$ cat src/rtl/fetch_queue.sv
// fetch_queue: instruction prefetch unit.
//   It fetches words sequentially from instruction memory, one request at a
//   time, and buffers each {pc, instruction} pair in a DEPTH-entry FIFO.
//   A redirect flushes the FIFO and restarts fetch at a new PC.
// Ports:
//   clk, reset          - single clock; asynchronous active-low reset
//   redirect_valid/_pc  - branch/jump redirect request and target
//   imem_req/_addr      - memory request; held stable until imem_ack
//   imem_ack/_rdata     - same-cycle accept with read data
//   instr_valid/_data/_pc, instr_ready - queue head and consumer handshake
module fetch_queue #(
  parameter int unsigned ADDR_W   = 16,
  parameter int unsigned INSTR_W  = 16,
  parameter int unsigned DEPTH    = 4,
  parameter int unsigned PC_STEP  = 1,
  parameter int unsigned RESET_PC = 0
) (
  input  logic               clk,
  input  logic               reset,
  input  logic               redirect_valid,
  input  logic [ADDR_W-1:0]  redirect_pc,
  output logic               imem_req,
  output logic [ADDR_W-1:0]  imem_addr,
  input  logic               imem_ack,
  input  logic [INSTR_W-1:0] imem_rdata,
  output logic               instr_valid,
  output logic [INSTR_W-1:0] instr_data,
  output logic [ADDR_W-1:0]  instr_pc,
  input  logic               instr_ready
);

  localparam int unsigned PW = $clog2(DEPTH);
  localparam int unsigned CW = PW + 1;
  localparam logic [CW-1:0]     DEPTH_C = CW'(DEPTH);
  localparam logic [ADDR_W-1:0] STEP_C  = ADDR_W'(PC_STEP);
  localparam logic [ADDR_W-1:0] RST_PC  = ADDR_W'(RESET_PC);

  typedef enum logic [1:0] {IDLE, REQ, FLUSH} state_t;

  state_t              state, state_next;
  logic [ADDR_W-1:0]   pc, pc_next;
  logic [ADDR_W-1:0]   flush_addr;
  logic [PW-1:0]       wr_ptr, rd_ptr;
  logic [CW-1:0]       count, count_next;
  logic                push, pop;

  logic [ADDR_W-1:0]   pc_mem    [DEPTH];
  logic [INSTR_W-1:0]  instr_mem [DEPTH];

  // Next-state, FIFO control and request outputs.
  always_comb begin
    state_next  = state;
    pc_next     = pc;
    instr_valid = (count != '0);
    // Flush wins over both a push and a pop in the redirect cycle.
    push        = (state == REQ) && imem_ack && !redirect_valid;
    pop         = instr_valid && instr_ready && !redirect_valid;
    count_next  = redirect_valid ? '0 : (count + CW'(push) - CW'(pop));
    imem_req    = (state != IDLE);
    // In FLUSH the abandoned request must keep its original address until
    // acked, while pc already holds the redirect target.
    imem_addr   = (state == FLUSH) ? flush_addr : pc;

    if (redirect_valid) begin
      pc_next = redirect_pc;
    end else if (push) begin
      pc_next = pc + STEP_C;
    end

    case (state)
      IDLE: begin
        if (redirect_valid || (count_next < DEPTH_C)) begin
          state_next = REQ;
        end
      end
      REQ: begin
        if (redirect_valid) begin
          state_next = imem_ack ? REQ : FLUSH;
        end else if (imem_ack) begin
          state_next = (count_next < DEPTH_C) ? REQ : IDLE;
        end
      end
      FLUSH: begin
        // Redirects here only retarget pc; the ack just retires the old request.
        if (imem_ack) begin
          state_next = REQ;
        end
      end
      default: state_next = REQ;
    endcase
  end

  always_ff @(posedge clk or negedge reset) begin
    if (!reset) begin
      state      <= REQ;
      pc         <= RST_PC;
      flush_addr <= RST_PC;
      wr_ptr     <= '0;
      rd_ptr     <= '0;
      count      <= '0;
    end else begin
      state <= state_next;
      pc    <= pc_next;
      count <= count_next;
      if ((state == REQ) && redirect_valid && !imem_ack) begin
        flush_addr <= pc;
      end
      if (redirect_valid) begin
        wr_ptr <= '0;
        rd_ptr <= '0;
      end else begin
        if (push) begin
          wr_ptr <= wr_ptr + PW'(1);
        end
        if (pop) begin
          rd_ptr <= rd_ptr + PW'(1);
        end
      end
    end
  end

  // Storage needs no reset: count alone decides which entries are live.
  always_ff @(posedge clk) begin
    if (push) begin
      pc_mem[wr_ptr]    <= pc;
      instr_mem[wr_ptr] <= imem_rdata;
    end
  end

  assign instr_data = instr_mem[rd_ptr];
  assign instr_pc   = pc_mem[rd_ptr];

endmodule

$ cat config.mk
export PLATFORM = sky130hd
export DESIGN_NAME = fetch_queue
export DESIGN_NICKNAME = d
export VERILOG_FILES = /design/src/rtl/fetch_queue.sv
export SDC_FILE = /design/constraint.sdc
export NUM_CORES = 1
export LEC_CHECK = 0
export ABC_AREA = 1
export ABC_CLOCK_PERIOD_IN_PS = 3930
export CORE_MARGIN = 5
export CORE_UTILIZATION = 57
export CTS_BUF_LIST = sky130_fd_sc_hd__clkbuf_4 sky130_fd_sc_hd__clkbuf_8
export CTS_CLUSTER_DIAMETER = 200
export DETAILED_ROUTE_END_ITERATION = 6
export PLACE_DENSITY = 0.9
export SYNTH_ARGS = -nofsm -noshare
export SYNTH_HDL_FRONTEND = slang
export SYNTH_SLANG_ARGS = --single-unit
$ cat constraint.sdc
create_clock -name clk -period 3.93 [get_ports clk]
set_input_delay 0.786 -clock clk [delete_from_list [all_inputs] [get_ports clk]]
set_output_delay 0.786 -clock clk [all_outputs]
set_load 0.01 [all_outputs]
---- After elaboration in Yosys (flattened, before gate mapping) ----
Memories as Yosys holds them, arrays and structs flattened.
Index checks and enable logic that the tools add are counted.
operators by class
  add/sub/neg operators ................... 5
  order comparisons ....................... 1
  equal/unequal tests ..................... 5
  mux-type cells .......................... 17
  reductions and logical operators ........ 15
operator list
  operator                                        number
  two-way mux 16 bit                              3
  two-way mux 2 bit                               9
  adder 16 x 1 -> 16 bit (second input constant)  1
  logical AND 1 bit                               6
  case mux 2 bit (3 select lines)                 1
  nonzero test 2 bit                              3
  adder 2 x 1 -> 2 bit (second input constant)    2
  inequality test 2 bit (second input constant)   2
  adder 3 x 1 -> 3 bit                            1
  < comparator 3 bit (second input constant)      1
  two-way mux 1 bit                               3
  two-way mux 3 bit                               1
  inequality test 3 bit (second input constant)   1
  AND reduction 3 bit                             1
  nonzero test 3 bit                              1
  subtractor 3 x 1 -> 3 bit                       1
  == test 2 x 1 -> 1 bit (second input constant)  1
  == test 2 bit (second input constant)           1
  logical NOT 1 bit                               2
  logical NOT 2 bit                               1
  logical OR 1 bit                                1
word-level totals
  register bits after elaboration ......... 41
  memory bits (writable) .................. 128
  output and inout bits ................... 50
  logic and storage cells ................. 51
  memories ................................ 2
memory list
  memory     words  bits a word  rd ports  clocked after Yosys merged registers in  write ports  line  text
  instr_mem  4      16           1         0                                        1            48    logic [INSTR_W-1:0] instr_mem [DEPTH];
  pc_mem     4      16           1         0                                        1            47    logic [ADDR_W-1:0] pc_mem [DEPTH];

---- Logic depth before layout (Yosys ltp) ----
Gate-level depths: netlist of run 1.
  depth after elaboration ................. 11
  mapped depth ............................ 16

---- Worst setup path after synthesis of run 1 ----
OpenSTA, ideal clock, no wires.
  path type ............................... input to register
  start ................................... input port redirect_valid
  end ..................................... memory instr_mem[0][0] (enable)
  setup time .............................. 0.421 ns
  arrival time ............................ 2.562 ns
  setup slack ............................. 0.947 ns
  stages on the path ...................... 4
  buffers on the path ..................... 1
  path through ............................ nor3_2 -> nand2_1 -> buf_2 -> nor2_1
between the ends
  word-level cells in the longest chain between the ends .. 4
ends and longest elaborated chain
  element                                  line  text
  start, declared                          20    input logic redirect_valid,
  logical NOT 1 bit                        56    push = (state == REQ) && imem_ack && !redirect_valid;
  logical AND 1 bit                        56
  two-way mux 1 bit                        124   if (push) begin
  two-way mux 1 bit (not written as such)  126   instr_mem[wr_ptr] <= imem_rdata;
  end, declared                            48
Every way passes these cells.

---- Worst setup path after layout of run 1 ----
  start ................................... register rd_ptr[0]
  end ..................................... output port instr_data[7]
between the ends
  word-level cells in the longest chain between the ends .. 1
ends and longest elaborated chain
  element                   line  text
  start, declared           43    logic [PW-1:0] wr_ptr, rd_ptr;
  start signal, assigned    116   rd_ptr <= rd_ptr + PW'(1);
  memory read (4 x 16 bit)  --
  end, declared             27    output logic [INSTR_W-1:0] instr_data,
Every way passes these cells.

==> results of run 1 <==
==> cells by family after synthesis <==
family	Yosys count	share of synthesized area [%]
compound gates	155	11.8
xor+xnor	2	0.248
fa+ha+maj	8	1.52
buf+inv	76	4.36
flops	169	69.0
simple gates	225	13.1
==> critical path, cell delays in order, from the launching register on <==
cell and delay [ns]:
dfrtp_2 0.41, inv_2 0.51, buf_4 0.35, o21ai_0 0.11, o22ai_1 0.17, clkdlybuf4s50_1 0.57
==> layer usage <==
metal  wire length, um  part of all wire, %  global-route usage, %  vias to the layer above
met5                 0                    0                      0                        -
met4               288                  1.9                   8.40                        0
met3              1160                  7.5                   5.78                       31
met2              7570                   49                   35.9                      236
met1              6350                   41                   27.6                     2430
li1                  -                    -                      -                     2373
==> stage by stage <==
| step | setup WS, ns | cells |
|---|---|---|
| final | 0.537 | 898 |
| after global routing | 0.237 | 898 |
| after CTS | 0.529 | 898 |
| after detailed placement | 0.781 | 868 |
| after global placement | 0.885 | 868 |
| after floorplan | 0.947 | 635 |
==> power by group <==
group / internal (mW) / switching (mW)
Sequential: 2.17 / 0.157
Clock: 0.571 / 0.599
Combinational: 0.669 / 0.876
==> flip-flops by register name (all words and copies together), names as in the netlist <==
name and flops:
count 3, flush_addr 16, instr_mem 64, pc 16
pc_mem 64, rd_ptr 2, state 2, wr_ptr 2
==> cell usage in the layout, fill, tap and decap left out, types with 3 or more instances in the layout <==
| cell type | n |
|---|---|
| edfxtp_1 | 128 |
| nand2_1 | 105 |
| o21ai_0 | 95 |
| clkdlybuf4s50_1 | 85 |
| nor2_1 | 83 |
| inv_1 | 41 |
| dfrtp_1 | 39 |
| o22ai_1 | 32 |
| nand3_1 | 22 |
| o21ai_1 | 18 |
| clkbuf_8 | 17 |
| buf_4 | 10 |
| ha_1 | 7 |
| nor2_4 | 6 |
| inv_2 | 4 |
| a21oi_1 | 3 |
| nand4_1 | 3 |
| o211ai_1 | 3 |
| clkinvlp_4 | 3 |
| clkinv_4 | 3 |
==> path summary, 6_finish.rpt <==
check	start	slack [ns]	end
setup / recovery	rd_ptr[0]	0.54	instr_data[7]
hold / removal	reset	0.45	flush_addr[0]
hold reg to reg	flush_addr[13]	0.50	flush_addr[13]
max in group asynchronous	reset	2.83	rd_ptr[0]
min in group clk	flush_addr[13]	0.50	flush_addr[13]
setup reg to reg	state[0]	1.47	state[0]
==> final cells by class <==
cell class                 count  area share (%)
clock inverter                11            1.49
timing repair buffer          96            11.0
sequential                   169            57.6
clock buffer                  19            2.94
tap                          168            2.48
inverter                      45            2.00
multi-input combinational    390            22.5
==> synth_stat cells (all sizes together) <==
master    n
a21oi     3
a31oi     2
buf      14
clkbuf   17
dfrtp    40
dfstp     1
edfxtp  128
fa        1
ha        7
inv      45
nand2   105
nand3    23
nand4     4
nor2     91
nor3      2
o211ai    3
o21ai   113
o21bai    2
o22ai    32
xor2      2
==> impl_metrics.env, run 1 <==
export IMPL_outcome="finished, final reports clean"
export IMPL_fp_row_count=40
export IMPL_clockBufferDepth=2
export IMPL_reg2reg_depth=15
export IMPL_required_ns=3.14
export IMPL_fin_nets=764
export IMPL_holdBufCountCts=0
export IMPL_clock_sinks=169
export IMPL_clk_pin_slew_ns=0.09
export IMPL_yosysWarnings=0
export IMPL_multi_input_area_mm2=0.00191
export IMPL_avgRoutedWirePerCell_um=17.1
export IMPL_grt_pass1_wl_mm=24.5
export IMPL_vias=5070
export IMPL_syn_nets=680
export IMPL_tns_ns=0
export IMPL_cp_max_fo=46
export IMPL_grt_max_degree=66
export IMPL_cap_viol_max_count=0
export IMPL_hold_path_class="in2async"
export IMPL_post_route_period_util_pct=86.3
export IMPL_portBuffers=86
export IMPL_gp_congestion=0.869
export IMPL_drc_errors=0
export IMPL_power_total_mw=5.04
export IMPL_post_cts_resized=0
export IMPL_fin_crit_ns=3.39
export IMPL_initial_utilization_pct=58.5
export IMPL_dp_hpwl_mm=9.73
export IMPL_grt_util_all_layers_pct=21.7
export IMPL_max_freq_mhz=295
export IMPL_cts_htree_levels=4
export IMPL_finalWirelength_mm=15.4
export IMPL_netlist_instances=635
export IMPL_vias_per_cell=5.65
export IMPL_die_w_um=121
export IMPL_cts_tree="done"
export IMPL_syn_area_mm2=0.00706
export IMPL_vdd_drop_max_mv=0.370
export IMPL_dieArea_mm2=0.0147
export IMPL_setup_violations=0
export IMPL_post_route_util_pct=70.2
export IMPL_drive_above_1_share_pct=7.81
export IMPL_first_pass_iters=5
export IMPL_endpoint_kind="output port"
export IMPL_hold_ws_ns=0.453
export IMPL_n_fill_cell=821
export IMPL_gr_total_overflow=0
export IMPL_grt_pass1_vias=4965
export IMPL_yosysTopAreaCell="edfxtp_1"
export IMPL_syn_area_per_cell_um2=11.1
export IMPL_cts_root_buf="clkbuf_8"
export IMPL_yosysUniqueCellTypes=28
export IMPL_ys_seq_elements=169
export IMPL_yosys_top_cells_area="edfxtp_1, dfrtp_1, o21ai_0, nand2_1, nor2_1"
export IMPL_post_cts_buffers=0
export IMPL_dr_first_iter_drc_count=568
export IMPL_io_pin_count=87
export IMPL_start_kind="flip-flop"
export IMPL_numCtsBuffers=17
export IMPL_arrival_ns=2.61
export IMPL_report_final_slew_viol_count=0
export IMPL_worst_pin_slew_ns=1.01
export IMPL_stdcell_area_mm2=0.00847
export IMPL_ys_seq_area_share_pct=69.0
export IMPL_seq_area_mm2=0.00487
export IMPL_maxSlewHeadroom_pct=32.4
export IMPL_clock_latency_ns=0.46
export IMPL_area_delta_synth_final_pct=20.0
export IMPL_ant_nets=0
export IMPL_core_mm2=0.0121
export IMPL_fin_worst_skew_ns=0.00889
export IMPL_power_density_mw_per_mm2=595
export IMPL_hold_violations=0
export IMPL_synth_top_area_share_pct=54.5
export IMPL_diodes=0
export IMPL_crit_type="reg2out"
export IMPL_antenna_found_initial=0
export IMPL_dpl_instance_area_mm2=0.00809
export IMPL_die_y_um=121
export IMPL_grt_setup_unrepaired="false"
export IMPL_leakage_nw=3.14
Power figures use the tool's default switching activity.
==> run 2: changes to the inputs <==
--- a/config.mk
+++ b/config.mk
@@ -12,6 +12,7 @@
 export CTS_BUF_LIST = sky130_fd_sc_hd__clkbuf_4 sky130_fd_sc_hd__clkbuf_8
 export CTS_CLUSTER_DIAMETER = 200
 export DETAILED_ROUTE_END_ITERATION = 6
+export MAX_ROUTING_LAYER = met4
 export PLACE_DENSITY = 0.9
 export SYNTH_ARGS = -nofsm -noshare
 export SYNTH_HDL_FRONTEND = slang
==> constraint.sdc (replaced) <==
create_clock -name clk -period 3.93 [get_ports clk]
set_input_delay 0.786 -clock clk [delete_from_list [all_inputs] [get_ports clk]]
set_output_delay 0.786 -clock clk [all_outputs]
set_load 0.05 [all_outputs]
==> impl_metrics.env, run 2 (synthesis gave the netlist of run 1 again) <==
export IMPL_worstSetupStartpoint="rd_ptr[0]"
export IMPL_report_final_slew_viol_count=0
export IMPL_vias_per_cell=5.61
export IMPL_tns_ns=0
export IMPL_area_delta_synth_final_pct=21.5
export IMPL_cap_viol_max_count=0
export IMPL_initial_utilization_pct=58.5
export IMPL_core_mm2=0.0121
export IMPL_clock_sinks=169
export IMPL_fin_worst_skew_ns=0.0123
export IMPL_crit_type="reg2out"
export IMPL_holdBufCountCts=0
export IMPL_cts_root_buf="clkbuf_8"
export IMPL_required_ns=3.14
export IMPL_gp_congestion=0.899
export IMPL_endpoint_kind="output port"
export IMPL_post_cts_buffers=0
export IMPL_reg_largest_list="instr_mem: 64 flops, pc_mem: 64 flops"
export IMPL_max_freq_mhz=282
export IMPL_fin_cells=905
export IMPL_leakage_nw=3.22
export IMPL_fin_ws_ns=0.383
export IMPL_reg2reg_depth=15
export IMPL_clockBufferDepth=2
export IMPL_post_route_period_util_pct=90.3
export IMPL_dpl_instance_area_mm2=0.00812
export IMPL_portBuffers=86
export IMPL_gr_total_overflow=0
export IMPL_dp_hpwl_mm=10.2
export IMPL_worst_pin_slew_ns=0.949
export IMPL_antenna_found_initial=0
export IMPL_numCtsBuffers=17
export IMPL_avgRoutedWirePerCell_um=17.3
export IMPL_cts_tree="done"
export IMPL_power_total_mw=5.93
export IMPL_hold_ws_ns=0.474
export IMPL_grt_setup_unrepaired="false"
export IMPL_setup_violations=0
export IMPL_ant_nets=0
export IMPL_die_w_um=121
export IMPL_die_y_um=121
export IMPL_stdcell_area_mm2=0.00858
export IMPL_io_pin_count=87
export IMPL_drive_above_1_share_pct=9.77
export IMPL_grt_pass1_wl_mm=24.9
export IMPL_grt_pass1_vias=5067
export IMPL_fp_row_count=40
export IMPL_power_density_mw_per_mm2=692
export IMPL_diodes=0
export IMPL_clock_latency_ns=0.46
export IMPL_pre_cts_slack_ns=0.787
export IMPL_dp_cells=874
export IMPL_hold_path_class="in2async"
export IMPL_final_common_cell="edfxtp_1"
export IMPL_post_route_util_pct=71.1
export IMPL_fin_nets=770
export IMPL_clk_pin_slew_ns=0.08
export IMPL_finalWirelength_mm=15.7
export IMPL_outcome="finished, final reports clean"
export IMPL_arrival_ns=2.76
export IMPL_rr_startpoint="state[0]"
export IMPL_rrSetupSlack_ns=1.46
export IMPL_r2r_end="state[0]"
export IMPL_cts_htree_levels=4
export IMPL_hold_violations=0
export IMPL_first_pass_iters=5
export IMPL_grt_max_degree=66
export IMPL_fin_crit_ns=3.55
export IMPL_cp_max_fo=35
export IMPL_grt_util_all_layers_pct=22.7
export IMPL_start_kind="flip-flop"
export IMPL_dieArea_mm2=0.0147
export IMPL_vias=5080
export IMPL_final_cell_mix="edfxtp_1, nand2_1, o21ai_0, nor2_1, clkdlybuf4s50_1"
export IMPL_dr_first_iter_drc_count=471
export IMPL_drc_errors=0
export IMPL_maxSlewHeadroom_pct=36.8
export IMPL_vdd_drop_max_mv=0.370
export IMPL_post_cts_resized=0
## run 2: power breakdown
group	internal (mW)	switching [mW]
combinational	0.665	1.54
clock	0.759	0.628
sequential	2.17	0.166
total	3.59	2.34
## run 2: final cells by class
cell class	instances	area, um2
Inverter	45	169
Fill cell	803	3490
Clock inverter	14	224
Tap cell	168	210
Multi-Input combinational cell	390	1910
Sequential cell	169	4870
Clock buffer	17	234
Timing Repair Buffer	102	958
## run 2: layer usage
metal | part of all wire, % | track usage [%]
met3 | 6.4 | 4.52
met4 | 1.9 | 8.47
met2 | 51 | 38.1
met5 | 0 | -
met1 | 41 | 27.4
## run 2: worst max path at each step
stage,to,slack (ns)
finish,instr_data[11],0.38
global route,imem_addr[7],0.18
CTS,instr_data[11],0.35
detailed placement,state[0],0.79
global placement,state[0],0.88
floorplan,instr_mem[0][0],0.95
## run 2: critical path, stage by stage, from the launching register on
cell and delay [ns]:
dfrtp_2 0.42, inv_2 0.26, buf_4 0.40, o21ai_0 0.15
o22ai_1 0.19, clkdlybuf4s50_1 0.86
==> edit 1 (config.mk and constraints of run 2) <==
Reset style: synchronous (`reset`), changed in one clocked block. Comments in the files are not updated.
--- a/src/rtl/fetch_queue.sv
+++ b/src/rtl/fetch_queue.sv
@@ -92,3 +92,3 @@
 
-  always_ff @(posedge clk or negedge reset) begin
+  always_ff @(posedge clk) begin
     if (!reset) begin
Check against the original RTL: not equivalent (Yosys sat finds a counterexample within 4 cycles, from zero or initial values and one cycle with reset low).
==> edit 1 against run 2 <==
  * Sequential share of layout area decreased by 1.4 points
  * Wire length increased by 2.7%
  * Sequential cell count increased by 2
  * Worst setup slack got worse by 0.096 ns
  * Cell area decreased by 0.99%
  * Area after synthesis decreased by 0.48%
  * Critical path type unchanged
  * Largest cell class unchanged
Power is not compared: it rests on default switching activity, and its combinational part moved more than twofold at a synthesized area within 25%.
==> edit 1: results (changes against run 2) <==
synth cell count leaders=128 x edfxtp_1, 108 x nor2_1, 108 x o21ai_0 (was 128 x edfxtp_1, 105 x nand2_1, 95 x o21ai_0); multiplexer share of the synthesized area=0.001603 (was 0); multi-input gates=411 (was 390); Synth Area in Adders=0.01532 (was 0.01525); status=finished, final reports clean (unchanged); critical path fanouts, max=44 (was 35); reg2reg path depth=14 (was 15); Sink Count=171 (was 169); fraction of area in multi-input gates=0.2358 (was 0.2225); GPL Wtd Cong=0.8672 (was 0.8992); Syn Inst Count=658 (was 635); layout cell share with drive strength beyond 1=0.08201 (was 0.09769); NumNets Final=788 (was 770); FMAX=0.2745 GHz (was 0.2819 GHz); drt wl/cell=17.41 um (was 17.31 um); Reg-to-Reg Start=state[1] (was state[0]); worst hold slack=0.4788 ns (was 0.4737 ns); # fillers=786 (was 803); Placed Cells=892 (was 874); maximum number of pins on one net before global-route repair=45 (was 66); Layout Cells excl Fill=924 (was 905); Unique masters post-synth=30 (was 28); clock-cell share of area=0.05231 (was 0.05340); sequential area share after synthesis=0.6699 (was 0.6902); pre-CTS setup slack=0.5934 ns (was 0.7865 ns); first-pass GRT wire length=25.38 mm (was 24.93 mm); Final Cell Area=0.008491 mm^2 (was 0.008576 mm^2); DRT iter0 DRCs=380 (was 471); CP arrival=2.86 ns (was 2.76 ns); gr usage total=0.2300 (was 0.2267); die area=0.01464 mm^2 (was 0.01471 mm^2)
==> edit 1: cell count changes in the layout (fill, tap and decap cells not counted), moves of 8 or more <==
cell	change
buf_4	-12
o21ai_0	+13
nor2_1	+21
clkdlybuf4s50_1	+8
a21oi_1	+28
dfxtp_1	+42
dfrtp_1	-39
nand2_1	-23
o21ai_1	-13
nand3_1	-12
==> edit 1: critical path: cells and delay by family, from the launching register on <==
family	cells	cell delay (ns)
buf+inv	2	1.32
flops	1	0.57
compound gates	2	0.49
==> edit 1: routing by layer <==
layer / track usage / part of all wire / vias to the layer above
met4: 0.1013 / 0.028 / 0
met3: 0.04522 / 0.073 / 40
met2: 0.3835 / 0.50 / 230
met1: 0.2731 / 0.40 / 2471
li1: - / - / 2465
met5: - / 0 / -
==> edit 1: cell families (layout without fill, tap and decap cells) <==
logic type | count (synthesis) | after routing
buf+inv | 76 | 174
mux | 1 | 1
compound gates | 184 | 184
simple gates | 215 | 215
xor+xnor | 3 | 3
flops | 171 | 171
fa+ha+maj | 8 | 8
==> edit 2 (flow settings as in run 2) <==
Without the edit above. Set the parameter `ADDR_W` to 15 (it was 16).
--- a/src/rtl/fetch_queue.sv
+++ b/src/rtl/fetch_queue.sv
@@ -11,3 +11,3 @@
 module fetch_queue #(
-  parameter int unsigned ADDR_W   = 16,
+  parameter int unsigned ADDR_W   = 15,
   parameter int unsigned INSTR_W  = 16,
Ports: changed (resized imem_addr, instr_pc and redirect_pc); port bits go from 87 to 84. No check against the original RTL was run, so the function may have changed too.
==> edit 2 against run 2 <==
  * Die area down 2.8%
  * Worst setup slack improved by 0.065 ns
  * Cell area down 4.4%
  * Fmax is 1.9% higher
  * Count of clock-buffer cells in the layout stayed put
  * Wire length decreased by 1.9%
  * Sequential cell count shrank 6
  * Total power decreased by 2.2%
  * Global-route usage rose by 0.36 points
  * Critical path depth unchanged
  * Area after synthesis down 3.0%
  * Critical path type unchanged
  * Largest power group unchanged
  * Highest routed layer unchanged
==> edit 2: results (changes against run 2) <==
Worst path max stage delay=0.78 ns (was 0.86 ns); Synth area leaders=edfxtp_1 54%, dfrtp_1 14%, o21ai_0 7.7%, nand2_1 5.4%, nor2_1 4.5% (was edfxtp_1 54%, dfrtp_1 14%, o21ai_0 6.7%, nand2_1 5.6%, nor2_1 4.6%); clock skew=0.006660 ns (was 0.01234 ns); PortBufs=83 (was 86); synth cell count leaders=124 x edfxtp_1, 105 x o21ai_0, 98 x nand2_1 (was 128 x edfxtp_1, 105 x nand2_1, 95 x o21ai_0); worst slew pin tran=1.017 ns (was 0.9485 ns); hpwl dp=9.578 mm (was 10.21 mm); EDFF count, synth=124 (was 128); peak supply drop=457.1 uV (was 370.2 uV); Leakage Power=3.131 nW (was 3.223 nW); DRT iter0 DRCs=454 (was 471); Top Registers=instr_mem (64), pc_mem (60) (was instr_mem (64), pc_mem (64)); sequential area share after synthesis=0.6868 (was 0.6902); post-synthesis async set-or-reset flop share=0.2393 (was 0.2426); critical path fanouts, max=40 (was 35); maximum number of pins on one net before global-route repair=64 (was 66); NumNets Final=739 (was 770); vias=4940 (was 5080); CP max-delay cell=clkinv_1 (was clkdlybuf4s50_1); total CTS buffers=17 (unchanged); clock-pin slew on the worst setup and hold paths=0.08 ns (about the same); root buffer cell=clkbuf_8 (unchanged); crit-path leading delay family=buffers and inverters (unchanged); final wirelength=15.37 mm (was 15.67 mm); post_cts resized=0 (unchanged); GPL Wtd Cong=0.8959 (was 0.8992); status=finished, final reports clean (unchanged); CP arrival=2.70 ns (was 2.76 ns); gr usage total=0.2303 (was 0.2267); layout cell share with drive strength beyond 1=0.1231 (was 0.09769); vias in the first global route=5149 (was 5067); Mapped Nets=655 (was 680); Unique masters post-synth=35 (was 28); Placed Area=0.007754 mm^2 (was 0.008118 mm^2); first-pass GRT wire length=24.84 mm (was 24.93 mm)
[edit 2: changes by cell type after synthesis, sizes merged, moves of 3 or more]
cell,before,now
nor2,91,84
nand4,4,7
nand2,105,101
edfxtp,128,124
nor3,2,6
nand3,23,17
o21ai,113,106
[edit 2: power by group]
group          switching [mW]  internal, mW
Clock                   0.590         0.750
Combinational            1.57         0.616
Sequential              0.169          2.11
[edit 2: cell families after synthesis]
logic type	synth area share
AND/OR/NAND/NOR	0.1320
flip-flops	0.6868
AO/OA/AOI/OAI	0.1150
buffers and inverters	0.04534
adder cells (fa/ha/maj)	0.01572
XOR/XNOR	0.005120
[edit 2: cell type report]
class	count	area (um^2)
clock inverters	14	209.0
multi-input cells	373	1863
well taps	147	183.9
repair buffers	94	830.8
clock buffers	17	234.0
inverters	46	173.9
flip-flops and latches	163	4702
fillers	794	3715
[edit 2: path summary, 6_finish.rpt]
kind                             endpoint           start  depth (start not counted)  slack, ns
min in group clk           flush_addr[11]  flush_addr[11]                          2       0.49
max in group asynchronous       rd_ptr[0]           reset                          1       2.87
setup reg to reg                 state[0]        state[0]                         14       1.48
hold / removal             flush_addr[11]           reset                          1       0.44
setup / recovery              instr_pc[8]       rd_ptr[0]                          5       0.45
hold reg to reg            flush_addr[11]  flush_addr[11]                          2       0.49
[edit 2: stage by stage]
stage | power, mW | instances | utilization | setup WS (ns)
4_1_cts | 5.823 | 854 | 0.6881 | 0.4113
2_1_floorplan | 3.788 | 611 | - | 1.070
3_3_place_gp | 4.398 | 823 | 0.6509 | 0.8999
5_1_grt | 6.087 | 854 | 0.6881 | 0.2309
3_5_place_dp | 4.483 | 823 | 0.6509 | 0.7643
6_report | 5.803 | 854 | 0.6881 | 0.4474
[edit 2: routing by layer]
layer	vias up	track usage	wire length, um
met2	236	0.3895	7822
met5	-	-	0
met3	39	0.05419	1043
li1	2304	-	-
met4	0	0.08876	363
met1	2361	0.2695	6138
[edit 2: worst register-to-register path, stage by stage, from the launching register on]
cell,delay (ns)
dfstp_2,0.55
inv_1,0.08
nor3_4,0.19
nand2_4,0.18
ha_1,0.31
inv_1,0.05
ha_1,0.14
inv_1,0.05
fa_1,0.38
nand3_1,0.13
nand2_1,0.09
nand2_1,0.06
nand3_1,0.06
nand2_1,0.08
nand2_1,0.05
